File: config.mk
export PLATFORM = sky130hd
export DESIGN_NAME = cut_bist_ctrl_flat
export DESIGN_NICKNAME = d
export VERILOG_FILES = /design/src/rtl/cut_bist_pkg.sv /design/src/rtl/cut_bist_ctrl_if.sv /design/src/rtl/cut_bist_misr.sv /design/src/rtl/cut_bist_ctrl.sv /design/src/flat_wrapper.sv
export SDC_FILE = /design/constraint.sdc
export NUM_CORES = 1
export LEC_CHECK = 0
export BUFFER_PORTS_ARGS = -buffer_cell sky130_fd_sc_hd__buf_2
export CORE_MARGIN = 5
export CORE_UTILIZATION = 30
export DETAILED_ROUTE_END_ITERATION = 12
export HOLD_SLACK_MARGIN = 0.08
export SLEW_MARGIN = 5
export SYNTH_ARGS = -nofsm -noshare
export SYNTH_HDL_FRONTEND = slang
export SYNTH_HIERARCHICAL = 1
export SYNTH_SLANG_ARGS = --single-unit
File: constraint.sdc
create_clock -name clk -period 1.7 [get_ports clk]
set_input_delay 0.085 -clock clk [delete_from_list [all_inputs] [get_ports clk]]
set_output_delay 0.085 -clock clk [all_outputs]
set_load 0.005 [all_outputs]
File: src/rtl/cut_bist_pkg.sv
// cut_bist_pkg: shared types and helpers for the cut_bist_ctrl BIST block.
//   - state_e       : controller FSM states
//   - PAT_W / RSP_W : pattern (netlist input) and response (netlist output) widths
//   - LFSR_TAPS     : feedback taps of the 14-bit pattern LFSR (bits 13,4,2,0)
//   - MISR_TAPS     : feedback taps of the 8-bit MISR (bits 7,5,4,3)
//   - lfsr_next()   : one LFSR step, shift left with XOR feedback into bit 0
//   - misr_next()   : one MISR step, same shift form, then XOR with the response
package cut_bist_pkg;

    localparam int PAT_W = 14;
    localparam int RSP_W = 8;

    localparam logic [PAT_W-1:0] LFSR_TAPS = 14'h2015;
    localparam logic [RSP_W-1:0] MISR_TAPS = 8'hB8;

    typedef enum logic [1:0] {
        ST_IDLE  = 2'd0,
        ST_RUN   = 2'd1,
        ST_FLUSH = 2'd2,
        ST_DONE  = 2'd3
    } state_e;

    function automatic logic [PAT_W-1:0] lfsr_next(input logic [PAT_W-1:0] s);
        return {s[PAT_W-2:0], ^(s & LFSR_TAPS)};
    endfunction

    function automatic logic [RSP_W-1:0] misr_next(input logic [RSP_W-1:0] s,
                                                   input logic [RSP_W-1:0] d);
        return {s[RSP_W-2:0], ^(s & MISR_TAPS)} ^ d;
    endfunction

endpackage

File: src/rtl/cut_bist_ctrl_if.sv
// cut_bist_ctrl_if: signal bundle between the BIST controller and its host /
// netlist under test.
//   start     : run request (host -> ctrl)
//   rsp_in    : netlist-under-test outputs (netlist -> ctrl)
//   pat_out   : pattern driving the netlist-under-test inputs (ctrl -> netlist)
//   busy      : run in progress
//   done      : sticky run-complete flag
//   pass      : final signature matched the golden value (valid with done)
//   signature : current MISR contents
//   abort     : cancel a run in progress; only present when CUT_BIST_ABORT_EN is defined
// Modports: master = host/netlist side, slave = controller side.
interface cut_bist_ctrl_if;
    import cut_bist_pkg::*;

    logic             start;
    logic [PAT_W-1:0] pat_out;
    logic [RSP_W-1:0] rsp_in;
    logic             busy;
    logic             done;
    logic             pass;
    logic [RSP_W-1:0] signature;
`ifdef CUT_BIST_ABORT_EN
    logic             abort;

    modport master (output start, rsp_in, abort,
                    input  pat_out, busy, done, pass, signature);
    modport slave  (input  start, rsp_in, abort,
                    output pat_out, busy, done, pass, signature);
`else
    modport master (output start, rsp_in,
                    input  pat_out, busy, done, pass, signature);
    modport slave  (input  start, rsp_in,
                    output pat_out, busy, done, pass, signature);
`endif

endinterface

File: src/rtl/cut_bist_misr.sv
// cut_bist_misr: 8-bit multiple-input signature register.
//   clk, rst_n : clock, asynchronous active-low reset
//   clr        : synchronous clear to zero (wins over en)
//   en         : absorb din this edge
//   din        : registered response word
//   sig        : current MISR contents
//   sig_nxt    : value the MISR would take if absorbing din this edge
module cut_bist_misr
    import cut_bist_pkg::*;
(
    input  logic             clk,
    input  logic             rst_n,
    input  logic             clr,
    input  logic             en,
    input  logic [RSP_W-1:0] din,
    output logic [RSP_W-1:0] sig,
    output logic [RSP_W-1:0] sig_nxt
);

    logic [RSP_W-1:0] misr_q, misr_d;

    assign sig_nxt = misr_next(misr_q, din);
    assign sig     = misr_q;

    always_comb begin
        misr_d = misr_q;
        if (clr)
            misr_d = '0;
        else if (en)
            misr_d = sig_nxt;
    end

    always_ff @(posedge clk or negedge rst_n) begin
        if (!rst_n)
            misr_q <= '0;
        else
            misr_q <= misr_d;
    end

endmodule

File: src/rtl/cut_bist_ctrl.sv
// cut_bist_ctrl: BIST controller for a 14-in / 8-out combinational netlist.
// An LFSR applies NUM_PATTERNS patterns starting at LFSR_SEED; responses are
// registered once and compacted in a MISR; the final signature is compared
// against GOLDEN_SIG.
//   clk, rst_n : clock, asynchronous active-low reset
//   bus        : cut_bist_ctrl_if.slave (start, rsp_in, pat_out, busy, done,
//                pass, signature, and abort when CUT_BIST_ABORT_EN is defined)
// Optional feature macro: CUT_BIST_ABORT_EN adds the abort input, which
// returns a run in RUN/FLUSH to IDLE while keeping the MISR for debug.
module cut_bist_ctrl
    import cut_bist_pkg::*;
#(
    parameter int unsigned      NUM_PATTERNS = 256,
    parameter logic [PAT_W-1:0] LFSR_SEED    = 14'h0001,
    parameter logic [RSP_W-1:0] GOLDEN_SIG   = 8'h00
)(
    input  logic            clk,
    input  logic            rst_n,
    cut_bist_ctrl_if.slave  bus
);

    localparam int CNT_W = $clog2(NUM_PATTERNS + 1);
    localparam logic [CNT_W-1:0] LAST_CNT = CNT_W'(NUM_PATTERNS);

    state_e           state_q, state_d;
    logic [PAT_W-1:0] pat_q, pat_d;     // LFSR state doubles as the output pattern register
    logic [CNT_W-1:0] cnt_q, cnt_d;
    logic [RSP_W-1:0] rsp_q;
    logic             done_q, done_d;
    logic             pass_q, pass_d;
    logic             misr_clr, misr_en;
    logic [RSP_W-1:0] misr_sig, misr_nxt;
    logic             abort_req;

    always_comb begin
        abort_req = 1'b0;
`ifdef CUT_BIST_ABORT_EN
        abort_req = bus.abort;
`endif
    end

    always_comb begin
        state_d  = state_q;
        pat_d    = pat_q;
        cnt_d    = cnt_q;
        done_d   = done_q;
        pass_d   = pass_q;
        misr_clr = 1'b0;
        misr_en  = 1'b0;
        unique case (state_q)
            ST_IDLE, ST_DONE: begin
                if (bus.start) begin
                    state_d  = ST_RUN;
                    pat_d    = LFSR_SEED;
                    cnt_d    = '0;
                    done_d   = 1'b0;
                    pass_d   = 1'b0;
                    misr_clr = 1'b1;
                end
            end
            ST_RUN: begin
                if (abort_req) begin
                    state_d = ST_IDLE;
                    pat_d   = '0;
                    done_d  = 1'b0;
                    pass_d  = 1'b0;
                end else begin
                    // rsp_q lags the pattern by one cycle, so the first RUN
                    // cycle has nothing valid to absorb yet.
                    misr_en = (cnt_q != '0);
                    cnt_d   = cnt_q + 1'b1;
                    if (cnt_d == LAST_CNT) begin
                        state_d = ST_FLUSH;
                        pat_d   = '0;
                    end else begin
                        pat_d   = lfsr_next(pat_q);
                    end
                end
            end
            ST_FLUSH: begin
                pat_d = '0;
                if (abort_req) begin
                    state_d = ST_IDLE;
                    done_d  = 1'b0;
                    pass_d  = 1'b0;
                end else begin
                    // Absorbs the response to the last pattern.
                    misr_en = 1'b1;
                    pass_d  = (misr_nxt == GOLDEN_SIG);
                    done_d  = 1'b1;
                    state_d = ST_DONE;
                end
            end
            default: begin
                state_d = ST_IDLE;
                pat_d   = '0;
            end
        endcase
    end

    always_ff @(posedge clk or negedge rst_n) begin
        if (!rst_n) begin
            state_q <= ST_IDLE;
            pat_q   <= '0;
            cnt_q   <= '0;
            rsp_q   <= '0;
            done_q  <= 1'b0;
            pass_q  <= 1'b0;
        end else begin
            state_q <= state_d;
            pat_q   <= pat_d;
            cnt_q   <= cnt_d;
            rsp_q   <= bus.rsp_in;
            done_q  <= done_d;
            pass_q  <= pass_d;
        end
    end

    cut_bist_misr u_misr (
        .clk     (clk),
        .rst_n   (rst_n),
        .clr     (misr_clr),
        .en      (misr_en),
        .din     (rsp_q),
        .sig     (misr_sig),
        .sig_nxt (misr_nxt)
    );

    assign bus.pat_out   = pat_q;
    assign bus.busy      = (state_q == ST_RUN) || (state_q == ST_FLUSH);
    assign bus.done      = done_q;
    assign bus.pass      = pass_q;
    assign bus.signature = misr_sig;

endmodule

File: src/flat_wrapper.sv
// flat-port wrapper written by rule: the top's interface ports become plain ports
module cut_bist_ctrl_flat import cut_bist_pkg::*;
#(
    parameter int unsigned      NUM_PATTERNS = 256,
    parameter logic [PAT_W-1:0] LFSR_SEED    = 14'h0001,
    parameter logic [RSP_W-1:0] GOLDEN_SIG   = 8'h00
)
  (clk, rst_n, bus_start, bus_rsp_in, bus_pat_out, bus_busy, bus_done, bus_pass, bus_signature);
  cut_bist_ctrl_if bus_i ();
  input  logic clk;
  input  logic rst_n;
  input wire logic [$bits(bus_i.start)-1:0] bus_start;
  input wire logic [$bits(bus_i.rsp_in)-1:0] bus_rsp_in;
  output wire logic [$bits(bus_i.pat_out)-1:0] bus_pat_out;
  output wire logic [$bits(bus_i.busy)-1:0] bus_busy;
  output wire logic [$bits(bus_i.done)-1:0] bus_done;
  output wire logic [$bits(bus_i.pass)-1:0] bus_pass;
  output wire logic [$bits(bus_i.signature)-1:0] bus_signature;
  assign bus_i.start = bus_start;
  assign bus_i.rsp_in = bus_rsp_in;
  assign bus_pat_out = bus_i.pat_out;
  assign bus_busy = bus_i.busy;
  assign bus_done = bus_i.done;
  assign bus_pass = bus_i.pass;
  assign bus_signature = bus_i.signature;
  cut_bist_ctrl #(.NUM_PATTERNS(NUM_PATTERNS), .LFSR_SEED(LFSR_SEED), .GOLDEN_SIG(GOLDEN_SIG)) u_core (.clk(clk), .rst_n(rst_n), .bus(bus_i));
endmodule
==> flow_metrics.py, run 1 <==
metrics = {
    "global_route": {
        "grt_overflow": 0,
        "grt_usage_pct": 11.1,
        "grt_max_degree": 33,
        "antenna_found_initial": 0,
        "grt_pass1_wl_mm": 7.83,
        "grt_pass1_vias": 1689,
    },
    "placed_design": {
        "gp_congestion": 0.765,
        "dpl.hpwl_mm": 3.18,
        "dpl_cell_area_um2": 2490,
        "numPortBuffers": 35,
    },
    "clock_tree": {
        "htree_levels": 2,
        "tritoncts": "yes",
        "clock-sinks": 43,
        "insertion_delay_ns": 0.29,
        "cts_made_buffers": 5,
        "cts-root-buf": "clkbuf_8",
        "path_clk_slew_ns": 0.08,
        "clock_tree.buffer_depth": 2,
    },
    "timing": {
        "finalMaxSlewViolations": 0,
        "worstMarginPinSlew_ns": 0.722,
        "fin_worst_skew_ns": 0.00596,
        "finalHoldViolations": 0,
        "maxSlewHeadroom_pct": 51.9,
        "fin_crit_sh_pct": 99.4,
        "setup_viol": 0,
        "fin_crit_ns": 1.69,
        "rsz0062_at_grt": "yes",
        "max_freq_ghz": 0.592,
    },
    "floorplanning": {
        "core_area_um2": 6760,
        "pin_count": 36,
        "die_x_um": 93.0,
        "start_util_pct": 30.6,
        "die_h_um": 93.0,
        "row_count": 30,
        "die-area_um2": 8650,
    },
    "synthesis": {
        "netlist_top_cells_area": "dfrtp_1 (52%), a22o_1 (4.7%), nor2_1 (4.2%)",
        "synth_cells": 189,
        "synthesis.nets": 205,
        "synth_area_leader_cell": "dfrtp_1",
        "ys_warn_count": 6,
        "yosys_register_bits": 43,
        "synth_top_area_share_pct": 52.1,
        "post_synth_num_cell_types": 39,
        "avgSynthCellArea_um2": 10.9,
        "syn-cell-area_um2": 2070,
        "seq_area_frac_synth_pct": 52.1,
    },
    "layout": {
        "fillers": 666,
        "final_core_util_pct": 40.9,
        "diodes": 0,
        "final_nets": 278,
        "area_growth_pct": 33.7,
        "drive_above_1_share_pct": 37.6,
        "seq_area_um2": 1080,
        "postLayoutCellArea_um2": 2760,
        "multi_input_area_um2": 960,
    },
    "power": {
        "combPwrFrac_pct": 51.7,
        "power.internal_mw": 2.52,
        "sequentialPowerShare_pct": 33.2,
        "p_leak_nw": 1.36,
        "p_per_area_nw_per_um2": 1490,
        "clock_power_share_pct": 15.1,
        "vdd_drop_max_v": 0.000776,
        "switching_share_pct": 38.8,
        "switchingPower_mw": 1.60,
    },
    "worst_setup_path": {
        "crit_type": "reg -> reg",
        "cp_max_fo": 3,
        "cp-end-kind": "flop",
        "crit_arrival_ns": 1.92,
        "slowest_delay_ns": 0.51,
        "cp.required_ns": 1.93,
        "cp_slowest_cell": "or4_4",
        "cp-start-kind": "flop",
        "cp_cell_sequence": "buf_6 > inv_4 > ha_4 > nand4_1 > a21oi_1 > nor2_1 > inv_2 > or4_4 > nand3_2",
    },
    "min_path": {
        "hold_path.class": "in -> reg",
    },
    "routing": {
        "first_pass_iters": 4,
        "drc_errors": 0,
        "initialDrtViolationCount": 52,
        "post_drt_wl_per_cell_um": 13.4,
        "vias": 1653,
        "routed_via_density": 4.82,
        "ant_nets": 0,
        "wl_mm": 4.59,
    },
    "job": {
        "max_cap_viol_count": 0,
    },
    "status": {
        "outcome": "complete, no violations",
    },
}
[repair_timing]
action | 4_1_cts | 5_1_grt
endpoints found under the hold margin | 38 | 0
gates cloned | 0 | 0
setup buffers | 4 | 0
gates resized for setup | 8 | 12
endpoints found under the setup margin | 15 | 28
hold buffers | 9 | 0
pin swaps | 5 | 7
[Yosys cell counts (all sizes together)]
cell type  count
dfrtp         43
nor2          23
a22o          14
nand2         13
nor3          13
o21ai          9
xor2           9
buf            7
inv            7
nand3          6
ha             5
o31ai          5
mux2i          4
nor4           4
a21oi          3
clkbuf         3
xnor2          3
a21o           2
nand4          2
or4            2
a31o           1
a32o           1
and2           1
and3           1
and4           1
nand2b         1
nand3b         1
nand4b         1
nor2b          1
o21a           1
o2bb2ai        1
xnor3          1
[per-layer routing]
layer	wire (µm)	global-route usage (%)	vias to the layer above	part of all wire (%)
met5	0	0	-	0
met4	28	2.20	0	0.61
met3	256	3.46	5	5.6
met2	2180	17.6	35	47
met1	2130	14.8	800	46
li1	-	-	813	-
[worst paths after layout]
kind / from / end / slack, ns / depth (start not counted)
hold reg to reg: u_core/bus.done$_DFFE_PN0P_ / u_core/bus.done$_DFFE_PN0P_ / 0.51 / 2
setup / recovery: u_core/cnt_q[1]$_DFFE_PN0P_ / u_core/u_misr/sig[0]$_DFFE_PN0P_ / 0.01 / 9
setup reg to reg: u_core/cnt_q[1]$_DFFE_PN0P_ / u_core/u_misr/sig[0]$_DFFE_PN0P_ / 0.01 / 9
hold / removal: bus_start / u_core/state_q[1]$_DFFE_PN0P_ / 0.15 / 3
max in group asynchronous: rst_n / u_core/bus.pat_out[1]$_DFFE_PN0N_ / 0.71 / 3
min in group asynchronous: rst_n / u_core/rsp_q[4]$_DFF_PN0_ / 0.39 / 2
[power by group through the flow]
stage / Combinational, mW / Clock [mW] / Sequential, mW
global route: 2.35 / 0.702 / 1.40
floorplan: 1.26 / 0 / 1.37
CTS: 2.06 / 0.652 / 1.37
finish: 2.13 / 0.623 / 1.37
global placement: 1.90 / 0 / 1.38
detailed placement: 1.92 / 0 / 1.38
[cell families after synthesis]
logic type	count (synthesis)	synth area share, %
AO/OA/AOI/OAI	37	13.3
XOR/XNOR	13	6.17
adder cells (fa/ha/maj)	5	3.03
buffers and inverters	17	4.66
flip-flops	43	52.1
multiplexers	4	1.94
AND/OR/NAND/NOR	70	18.9
[critical path: cells and delay by family, from the launching register on]
family | cells | cell delay, ns
AOI/OAI and AO/OA | 1 | 0.07
adders and majority gates | 1 | 0.14
buffers and inverters | 3 | 0.20
DFF | 1 | 0.39
and+or+nand+nor | 4 | 0.83
[stage by stage]
stage	hold WS [ns]	TNS [ns]	total power [mW]	worst slack, ns	instances
2_1_floorplan	-0.211	-0.160	2.63	-0.0855	189
3_3_place_gp	0.186	-0.913	3.28	-0.0856	323
3_5_place_dp	0.193	-1.52	3.30	-0.134	323
4_1_cts	0.146	-0.00626	4.08	-0.00608	344
5_1_grt	0.174	-0.0966	4.45	-0.0618	343
6_report	0.150	0	4.12	0.0103	343
[state kept, by name, summed over array words and instances (netlist names)]
| register | flops |
|---|---|
| u_core/bus.pat_out | 14 |
| u_core/state_q | 2 |
| u_core/bus.pass | 1 |
| u_core/cnt_q | 9 |
| u_core/u_misr/sig | 8 |
| u_core/rsp_q | 8 |
| u_core/bus.done | 1 |
[layout make-up]
cell class                      count  share of cell area, %
Sequential cell                    43                   38.9
Clock inverter                      2                  0.453
Timing Repair Buffer               76                   18.6
Inverter                            7                   1.04
Multi-Input combinational cell    129                   34.7
Clock buffer                        6                   2.63
Tap cell                           80                   3.62
[cell usage in the layout (no fill, tap or decap), types with 2 or more instances in the layout]
cell type | Yosys | final
dfrtp_1 | 43 | 43
buf_2 | 2 | 35
buf_4 | 2 | 30
nor2_1 | 23 | 23
nand2_1 | 12 | 12
nor3_1 | 13 | 12
a22o_1 | 11 | 11
dlygate4sd3_1 | 0 | 9
xor2_1 | 9 | 9
o21ai_0 | 8 | 8
clkbuf_8 | 0 | 5
nand3_1 | 5 | 4
mux2i_1 | 4 | 4
inv_2 | 0 | 3
inv_1 | 7 | 3
o31ai_1 | 5 | 3
a22o_2 | 3 | 3
xnor2_1 | 3 | 3
nand4_1 | 2 | 2
a21oi_1 | 3 | 2
nor4_4 | 2 | 2
o31ai_2 | 0 | 2
a21o_1 | 2 | 2
ha_4 | 0 | 2
ha_2 | 0 | 2
buf_6 | 3 | 2
Power figures use the tool's default switching activity.
==> run 2: changes to the inputs <==
- REMOVE_ABC_BUFFERS: unset -> 1
==> flow_metrics.py, run 2 (synthesized netlist as in run 1, its figures left out) <==
metrics = {
    "status": {
        "outcome": "complete, no violations",
    },
    "global_route": {
        "grtUsageMet2_pct": 19.0,
        "grt_usage_pct": 11.4,
        "use_met3_pct": 2.33,
        "grt_pass1_vias": 1631,
        "globalRouteMet1Util_pct": 14.9,
        "antenna_found_initial": 0,
        "grt_max_degree": 33,
        "grt_overflow": 0,
        "grt_pass1_wl_mm": 7.91,
        "top_usage_layer": "met2",
    },
    "clock_tree": {
        "path_clk_slew_ns": 0.08,
        "tritoncts": "yes",
        "clock_tree.buffer_depth": 2,
        "cts-root-buf": "clkbuf_8",
        "insertion_delay_ns": 0.29,
        "htree_levels": 2,
        "clock-sinks": 43,
        "cts_made_buffers": 5,
    },
    "floorplanning": {
        "core_area_um2": 6760,
        "start_util_pct": 30.6,
        "row_count": 30,
        "die-area_um2": 8650,
        "die_h_um": 93.0,
        "die_x_um": 93.0,
        "pin_count": 36,
    },
    "layout": {
        "final_common_cell": "dfrtp_1",
        "drive_above_1_share_pct": 35.1,
        "layout_common_cells": "dfrtp_1 (42), buf_2 (35), buf_4 (27), nor2_1 (23), nand2_1 (12)",
        "final_nets": 274,
        "area_growth_pct": 32.6,
        "diodes": 0,
        "largest_register_ffs": 14,
        "postLayoutCellArea_um2": 2740,
    },
    "power": {
        "p_leak_nw": 1.35,
        "vdd_drop_max_v": 0.000637,
        "p_per_area_nw_per_um2": 1490,
    },
    "min_path": {
        "hold_path.class": "in -> reg",
        "hold_depth": 3,
        "hold_start": "bus_start",
        "hold_end": "u_core/state_q[1]$_DFFE_PN0P_",
    },
    "routing": {
        "routed_via_density": 4.88,
        "vias": 1656,
        "initialDrtViolationCount": 110,
        "first_pass_iters": 4,
        "post_drt_wl_per_cell_um": 13.9,
        "drc_errors": 0,
        "ant_nets": 0,
        "wl_mm": 4.71,
    },
    "timing": {
        "maxSlewHeadroom_pct": 52.9,
        "fin_crit_sh_pct": 98.3,
        "worstMarginPinSlew_ns": 0.707,
        "rsz0062_at_grt": "yes",
        "max_freq_ghz": 0.599,
        "finalMaxSlewViolations": 0,
        "holdWs_ns": 0.152,
        "fin_worst_skew_ns": 0.00491,
        "fin_crit_ns": 1.67,
        "finalHoldViolations": 0,
        "setup_viol": 0,
    },
    "worst_setup_path": {
        "cp_common_cell": "inv_1",
        "cp_cell_sequence": "inv_1 > ha_2 > nand4_1 > a21oi_1 > nor2_1 > inv_1 > or4_4 > nand3_2",
        "r2r_end": "u_core/u_misr/sig[0]$_DFFE_PN0P_",
        "cp-start-kind": "flop",
        "cp_max_fo": 3,
        "slowest_delay_ns": 0.51,
        "r2r_slack_ns": 0.03,
        "cp-end-kind": "flop",
        "cp.required_ns": 1.93,
        "ff2ff_path_depth": 8,
        "crit_type": "reg -> reg",
        "cp_slowest_cell": "or4_4",
        "crit_arrival_ns": 1.90,
        "reg2reg_from": "u_core/cnt_q[0]$_DFFE_PN0P_",
    },
    "placed_design": {
        "dpl.hpwl_mm": 3.33,
        "gp_congestion": 0.799,
        "dpl_cell_area_um2": 2470,
        "numPortBuffers": 35,
    },
    "job": {
        "max_cap_viol_count": 0,
    },
}
==> run 2: changes by cell type in the layout (fill, tap and decap cells not counted), moves of 2 or more <==
cell / delta
buf_4: -3
inv_2: -2
inv_1: +3
o31ai_2: -2
buf_6: -2
==> run 2: worst max path at each step <==
stage                                             start                           endpoint  slack, ns  cells after the start
after global routing        u_core/cnt_q[0]$_DFFE_PN0P_   u_core/u_misr/sig[0]$_DFFE_PN0P_      -0.06                      8
after detailed placement    u_core/cnt_q[1]$_DFFE_PN0P_  u_core/bus.pat_out[2]$_DFFE_PN0N_      -0.17                      5
after floorplan           u_core/state_q[0]$_DFFE_PN0P_   u_core/u_misr/sig[0]$_DFFE_PN0P_      -0.35                      6
after global placement      u_core/cnt_q[0]$_DFFE_PN0P_  u_core/bus.pat_out[2]$_DFFE_PN0N_      -0.15                      5
after CTS                   u_core/cnt_q[1]$_DFFE_PN0P_  u_core/bus.pat_out[4]$_DFFE_PN0N_      -0.03                      6
final                       u_core/cnt_q[0]$_DFFE_PN0P_   u_core/u_misr/sig[0]$_DFFE_PN0P_       0.03                      8
==> run 2: area by class of cell <==
type | count | area, µm²
Clock buffer | 7 | 76.3
Clock inverter | 1 | 5.00
Fill cell | 662 | 4020
Inverter | 7 | 26.3
Multi-Input combinational cell | 129 | 968
Sequential cell | 43 | 1080
Tap cell | 80 | 100
Timing Repair Buffer | 72 | 488
==> run 2: routing by layer <==
| layer | vias to the layer above | part of all wire, % | routed length [µm] |
|---|---|---|---|
| met2 | 41 | 49 | 2280 |
| met4 | 0 | 1.3 | 63 |
| met3 | 5 | 3.9 | 183 |
| met5 | - | 0 | 0 |
| met1 | 806 | 46 | 2170 |
| li1 | 804 | - | - |
==> run 2: repair_timing <==
item,CTS,global route
endpoints found under the hold margin,38,0
pin swaps,5,6
setup endpoints to repair,20,20
buffers inserted,1,1
gates cloned,0,0
hold buffers,9,0
gates resized for setup,7,9
==> run 2: report_power, final <==
group          internal (mW)  leakage (nW)  switching, mW  total (mW)
clock network          0.288        0.0422          0.327       0.615
registers               1.20         0.561          0.183        1.38
logic                   1.01         0.743           1.07        2.09
==> run 2: worst max-delay path, delay by kind of cell (launching register included) <==
kind	cells	cell delay [ns]
adder cells (fa/ha/maj)	1	0.18
AO/OA/AOI/OAI	1	0.08
buffers and inverters	2	0.13
flip-flops	1	0.41
AND/OR/NAND/NOR	4	0.80
==> run 2: stage by stage <==
step	setup slack (ns)	cells	utilization [%]	power [mW]	setup TNS (ns)
floorplan	-0.350	179	-	2.46	-0.807
global placement	-0.149	320	36.5	3.24	-1.85
detailed placement	-0.169	320	36.5	3.25	-2.25
CTS	-0.0252	338	39.8	4.03	-0.101
global route	-0.0626	339	40.6	4.40	-0.110
finish	0.0292	339	40.6	4.08	0
